## config.mk

```make
export PLATFORM = sky130hd
export DESIGN_NAME = cgp_output_monitor
export DESIGN_NICKNAME = d
export VERILOG_FILES = /design/src/rtl/cgp_mon_pkg.sv /design/src/rtl/cgp_period_match.sv /design/src/rtl/cgp_output_monitor.sv
export SDC_FILE = /design/constraint.sdc
export NUM_CORES = 1
export LEC_CHECK = 0
export ABC_AREA = 1
export CORE_MARGIN = 10
export CORE_UTILIZATION = 52
export CTS_BUF_LIST = sky130_fd_sc_hd__clkbuf_8
export CTS_CLUSTER_DIAMETER = 100
export DETAILED_ROUTE_END_ITERATION = 10
export PLACE_DENSITY = 0.79
export SYNTH_ARGS = -nofsm -noshare
export SYNTH_HDL_FRONTEND = slang
export SYNTH_SLANG_ARGS = --single-unit
export TNS_END_PERCENT = 20
```

## constraint.sdc

```tcl
create_clock -name clk -period 2.6 [get_ports clk]
set_input_delay 0.26 -clock clk [delete_from_list [all_inputs] [get_ports clk]]
set_output_delay 0.26 -clock clk [all_outputs]
set_load 0.02 [all_outputs]
```

## src/rtl/cgp_mon_pkg.sv

```systemverilog
// Shared types and defaults for the evolved-circuit output monitor.
// Latency: n/a (package only).
// Backpressure: n/a (package only).
package cgp_mon_pkg;

  // Measurement sequencer states
  typedef enum logic [2:0] {
    ST_IDLE,
    ST_SETTLE,
    ST_CAPTURE,
    ST_ANALYZE,
    ST_DONE
  } mon_state_t;

  localparam int DEFAULT_WINDOW = 32;
  localparam int DEFAULT_SKIP   = 2;

endpackage

```

## src/rtl/cgp_period_match.sv

```systemverilog
// Tests whether a captured window repeats with a candidate period p.
// Latency: combinational.
// Backpressure: none; pure function of capture and p.
module cgp_period_match
  import cgp_mon_pkg::*;
#(
  parameter int WINDOW = DEFAULT_WINDOW
) (
  input  logic [WINDOW-1:0]            capture,
  input  logic [$clog2(WINDOW+1)-1:0]  p,
  output logic                         match
);

  logic [WINDOW-1:0] valid_mask;
  logic [WINDOW-1:0] diff;

  // Shifting by p lines sample i+p up with sample i; only the low WINDOW-p lanes have a partner
  always_comb begin
    valid_mask = {WINDOW{1'b1}} >> p;
    diff       = (capture ^ (capture >> p)) & valid_mask;
    match      = ~|diff;
  end

endmodule

```

## src/rtl/cgp_output_monitor.sv

```systemverilog
// Captures WINDOW samples of a serial bit after SKIP settle cycles, then reports ones, toggles and period.
// Latency: result_valid rises SKIP+WINDOW+P edges after start (P = matched period or WINDOW/2).
// Backpressure: result held in DONE until result_valid && result_ready; start ignored until back in IDLE.
module cgp_output_monitor
  import cgp_mon_pkg::*;
#(
  parameter int WINDOW = DEFAULT_WINDOW,  // even, 4..64
  parameter int SKIP   = DEFAULT_SKIP     // 0..255
) (
  input  logic                         clk,
  input  logic                         reset,
  input  logic                         start,
  input  logic                         in_bit,
  input  logic                         result_ready,
  output logic                         busy,
  output logic                         result_valid,
  output logic [WINDOW-1:0]            capture,
  output logic [$clog2(WINDOW+1)-1:0]  ones_count,
  output logic [$clog2(WINDOW+1)-1:0]  toggle_count,
  output logic [$clog2(WINDOW+1)-1:0]  period,
  output logic                         period_found
);

  localparam int CW = $clog2(WINDOW+1);
  localparam int KW = $clog2(WINDOW);

  localparam logic [CW-1:0] CNT_MAX  = CW'(WINDOW);
  localparam logic [CW-1:0] P_LAST   = CW'(WINDOW/2);
  localparam logic [KW-1:0] K_LAST   = KW'(WINDOW-1);

  mon_state_t    state_q, state_d;
  logic [7:0]    skip_cnt;
  logic [KW-1:0] k_q;
  logic [CW-1:0] p_q;
  logic          prev_bit;
  logic          match;

  cgp_period_match #(.WINDOW(WINDOW)) u_match (
    .capture (capture),
    .p       (p_q),
    .match   (match)
  );

  // State register; reset abandons any measurement in flight
  always_ff @(posedge clk or negedge reset) begin
    if (!reset) state_q <= ST_IDLE;
    else        state_q <= state_d;
  end

  // Next-state decode and status outputs
  always_comb begin
    state_d      = state_q;
    busy         = 1'b0;
    result_valid = 1'b0;
    case (state_q)
      ST_IDLE: begin
        if (start) state_d = (SKIP == 0) ? ST_CAPTURE : ST_SETTLE;
      end
      ST_SETTLE: begin
        busy = 1'b1;
        if (skip_cnt == 8'd1) state_d = ST_CAPTURE;
      end
      ST_CAPTURE: begin
        busy = 1'b1;
        if (k_q == K_LAST) state_d = ST_ANALYZE;
      end
      ST_ANALYZE: begin
        busy = 1'b1;
        if (match || (p_q == P_LAST)) state_d = ST_DONE;
      end
      ST_DONE: begin
        result_valid = 1'b1;
        if (result_ready) state_d = ST_IDLE;
      end
      default: state_d = ST_IDLE;
    endcase
  end

  // Measurement datapath: settle countdown, sample capture with running stats, period search
  always_ff @(posedge clk or negedge reset) begin
    if (!reset) begin
      skip_cnt     <= '0;
      k_q          <= '0;
      p_q          <= '0;
      prev_bit     <= 1'b0;
      capture      <= '0;
      ones_count   <= '0;
      toggle_count <= '0;
      period       <= '0;
      period_found <= 1'b0;
    end else begin
      case (state_q)
        ST_IDLE: begin
          if (start) begin
            skip_cnt     <= 8'(SKIP);
            k_q          <= '0;
            p_q          <= CW'(1);
            prev_bit     <= 1'b0;
            capture      <= '0;
            ones_count   <= '0;
            toggle_count <= '0;
            period       <= '0;
            period_found <= 1'b0;
          end
        end
        ST_SETTLE: begin
          skip_cnt <= skip_cnt - 8'd1;
        end
        ST_CAPTURE: begin
          capture[k_q] <= in_bit;
          prev_bit     <= in_bit;
          k_q          <= k_q + KW'(1);
          if (in_bit && (ones_count < CNT_MAX))
            ones_count <= ones_count + CW'(1);
          // Sample 0 has no predecessor, so it never counts as a toggle
          if ((k_q != '0) && (in_bit != prev_bit) && (toggle_count < CNT_MAX))
            toggle_count <= toggle_count + CW'(1);
        end
        ST_ANALYZE: begin
          if (match) begin
            period       <= p_q;
            period_found <= 1'b1;
          end else if (p_q != P_LAST) begin
            p_q <= p_q + CW'(1);
          end
        end
        default: ;
      endcase
    end
  end

endmodule

```

==> results.json <==
{
  "coreArea_um2": 11400,
  "drtIter0Drc": 998,
  "start_kind": "register",
  "arrival_ns": 2.88,
  "place_area_um2": 7200,
  "cpMostUsedCell": "nand2_1",
  "setup_ws_ns": -0.0157,
  "cp.required_ns": 2.87,
  "start_util": 0.533,
  "met2_length_um": 10700,
  "finalWeightedCongestion": 1.08,
  "yosysWarnings": 0,
  "cpMaxStageDelayCell": "dfrtp_2",
  "cp_max_fo": 8,
  "routed_wl_um": 24700,
  "die_h_um": 128,
  "p_leak_nw": 3.74,
  "critPathTopFamily": "simple AND/OR/NAND/NOR gates",
  "async_reset_ff_frac": 1.00,
  "cts_max_level": 3,
  "dp_hpwl_um": 18500,
  "dieWidth_um": 128,
  "ant_nets": 0,
  "worstSetupPathType": "register to register",
  "vias_per_cell": 6.10,
  "hold_class": "input port to asynchronous set/reset pin",
  "grt_pass1_vias": 6570,
  "grt_remaining_overflow": 0,
  "avgSynthCellArea_um2": 6.38,
  "ys_seq_area_frac": 0.304,
  "finalNonFillerCells": 1206,
  "r2r_start": "p_q[0]$_DFFE_PN0P_",
  "crit_path_end_kind": "register",
  "slew_headroom": 0.350,
  "rsz0062_at_grt": "true",
  "area_growth_syn_to_layout_pct": 27.5,
  "synthCells": 954,
  "syn-num-nets": 972,
  "period_minus_slack_ns": 2.62,
  "port_buffers": 57,
  "fin_nets": 1076,
  "fin_crit_sh": 1.01,
  "synth_area_um2": 6080,
  "io-pin-count": 58,
  "fin_skew_ns": 0.0175,
  "worstPathCellList": "buf_6 > nand2_1 > nand2_2 > nand3_1 > nand2_2 > nand2_1 > nand3_1 > nand2_1 > nand3_1 > nand2_1 > nor2_1 > nand2_1 > nor2_2 > nand2_2 > nand2_4 > nand2_4 > nand2_2 > nand2_1",
  "clock_sinks": 74,
  "dp_cells": 1179,
  "first_pass_iters": 8,
  "routedLengthMet1_um": 10200,
  "max_stage_delay_ns": 0.49,
  "diodes": 0,
  "whs_ns": 0.0248,
  "worstMarginPinSlew_ns": 0.974,
  "antenna_found_initial": 0,
  "clkTransAtPathRegs_ns": 0.09,
  "cts_tree": "done",
  "root_buffer": "clkbuf_8",
  "clock_latency_ns": 0.39,
  "wl_per_cell_um": 20.5,
  "synthDistinctLibCells": 40,
  "dr.max_layer_used": "met4",
  "final_area_um2": 7760,
  "layout_common_cells": "nand2_1 (267), nand3_1 (167), inv_1 (84)",
  "std_cell_rows": 39,
  "finalMaxSlewViolations": 0,
  "drive_above_1_share": 0.179,
  "ys.flop_type": "dfrtp_1",
  "dr_wl_met3_um": 2670,
  "die-area_um2": 16400,
  "grt_first_pass_wirelength_um": 36300,
  "peakVddDrop_mv": 1.14,
  "drc": 0,
  "synth-seq-cells": 74,
  "cap_violations": 0,
  "p_per_area_nw_per_um2": 1140,
  "cts_max_path_buffers": 2,
  "max_freq_ghz": 0.382,
  "dpl_worst_slack_ns": -0.0157,
  "grt.total_usage": 0.285,
  "violations": "setup timing",
  "finalHoldViolCount": 0,
  "synth_edf_count": 0,
  "final_util": 0.679,
  "cts_made_buffers": 9,
  "outcome": "finished with violations",
  "grt_start_max_net_pins": 75,
  "final_common_cell": "nand2_1",
  "crit_buf_inv": 1,
  "routed-via-count": 7352,
  "setup_viol": 5,
  "startpoint": "p_q[0]$_DFFE_PN0P_"
}
-- layer usage --
layer	vias up	global-route usage
li1	3396	-
met1	3404	0.390
met2	478	0.421
met3	74	0.0587
met4	0	0.127
met5	-	0
-- power by group --
part	internal (mW)	switching [mW]	total (mW)
combinational	2.26	3.93	6.18
sequential	1.40	0.332	1.73
clock	0.471	0.497	0.968
-- Yosys cell counts (3+ instances only) --
cell	count	share of area
buf_4	6	0.0074
o21ai_2	6	0.0086
inv_1	83	0.051
xor2_1	7	0.010
a21oi_1	58	0.048
clkbuf_1	5	0.0031
buf_1	7	0.0043
nand3_2	7	0.012
o211ai_1	3	0.0037
dfrtp_1	74	0.30
nand3_1	193	0.16
ha_1	13	0.027
nand2_2	7	0.0072
nand4_1	11	0.011
nor2_2	6	0.0062
o22ai_1	31	0.032
buf_2	19	0.016
o21ai_1	4	0.0033
inv_2	5	0.0031
nor2_1	63	0.039
nor3_1	12	0.0099
nand2_1	285	0.18
o21ai_0	20	0.016
nand3b_1	3	0.0037
buf_6	7	0.013
-- metrics by stage --
stage	total power, mW	TNS [ns]
global placement	7.23	-0.0280
finish	8.88	-0.0644
global route	9.50	-0.552
detailed placement	7.27	-0.0157
CTS	8.26	0
floorplan	5.49	0
-- path summary, 6_finish.rpt --
check | end | slack [ns] | depth (start not counted)
min in group clk | period_found$_DFFE_PN0P_ | 0.50 | 2
worst max-delay path | p_q[3]$_DFFE_PN0P_ | -0.02 | 18
worst min-delay path | ones_count[0]$_DFFE_PN0P_ | 0.02 | 1
worst max register to register | p_q[3]$_DFFE_PN0P_ | -0.02 | 18
worst min register to register | period_found$_DFFE_PN0P_ | 0.50 | 2
max in group asynchronous | p_q[1]$_DFFE_PN0P_ | 1.90 | 1
-- cells by family after synthesis --
logic type,after synthesis,synth area share
AO/OA/AOI/OAI,130,0.123
XOR/XNOR,7,0.0101
adder cells (fa/ha/maj),13,0.0267
buffers and inverters,133,0.0987
flip-flops,74,0.304
multiplexers,2,0.00350
AND/OR/NAND/NOR,595,0.434
-- registers in the layout, summed over array words and instances (netlist names) --
signal        count
capture          32
skip_cnt          8
ones_count        6
p_q               6
period            6
toggle_count      6
k_q               5
state_q           3
period_found      1
prev_bit          1
-- layout make-up --
class                           count  area (um^2)
Clock inverter                      6         66.3
Fill cell                        1040         3660
Sequential cell                    74         1850
Tap cell                          143          179
Inverter                           89          339
Timing Repair Buffer              135         1310
Multi-Input combinational cell    748         3860
Clock buffer                       10          138
Timing Repair inverter              1         5.00
-- what timing repair did --
| action | 4_1_cts | 5_1_grt |
|---|---|---|
| buffers inserted | 0 | 6 |
| hold buffers | 0 | 0 |
| endpoints found under the setup margin | 5 | 15 |
| pin swaps | 0 | 11 |
| cloned | 0 | 5 |
| gates resized for setup | 2 | 59 |
| hold endpoints to repair | 0 | 0 |
Note: power is estimated with default switching activity, not from simulation.
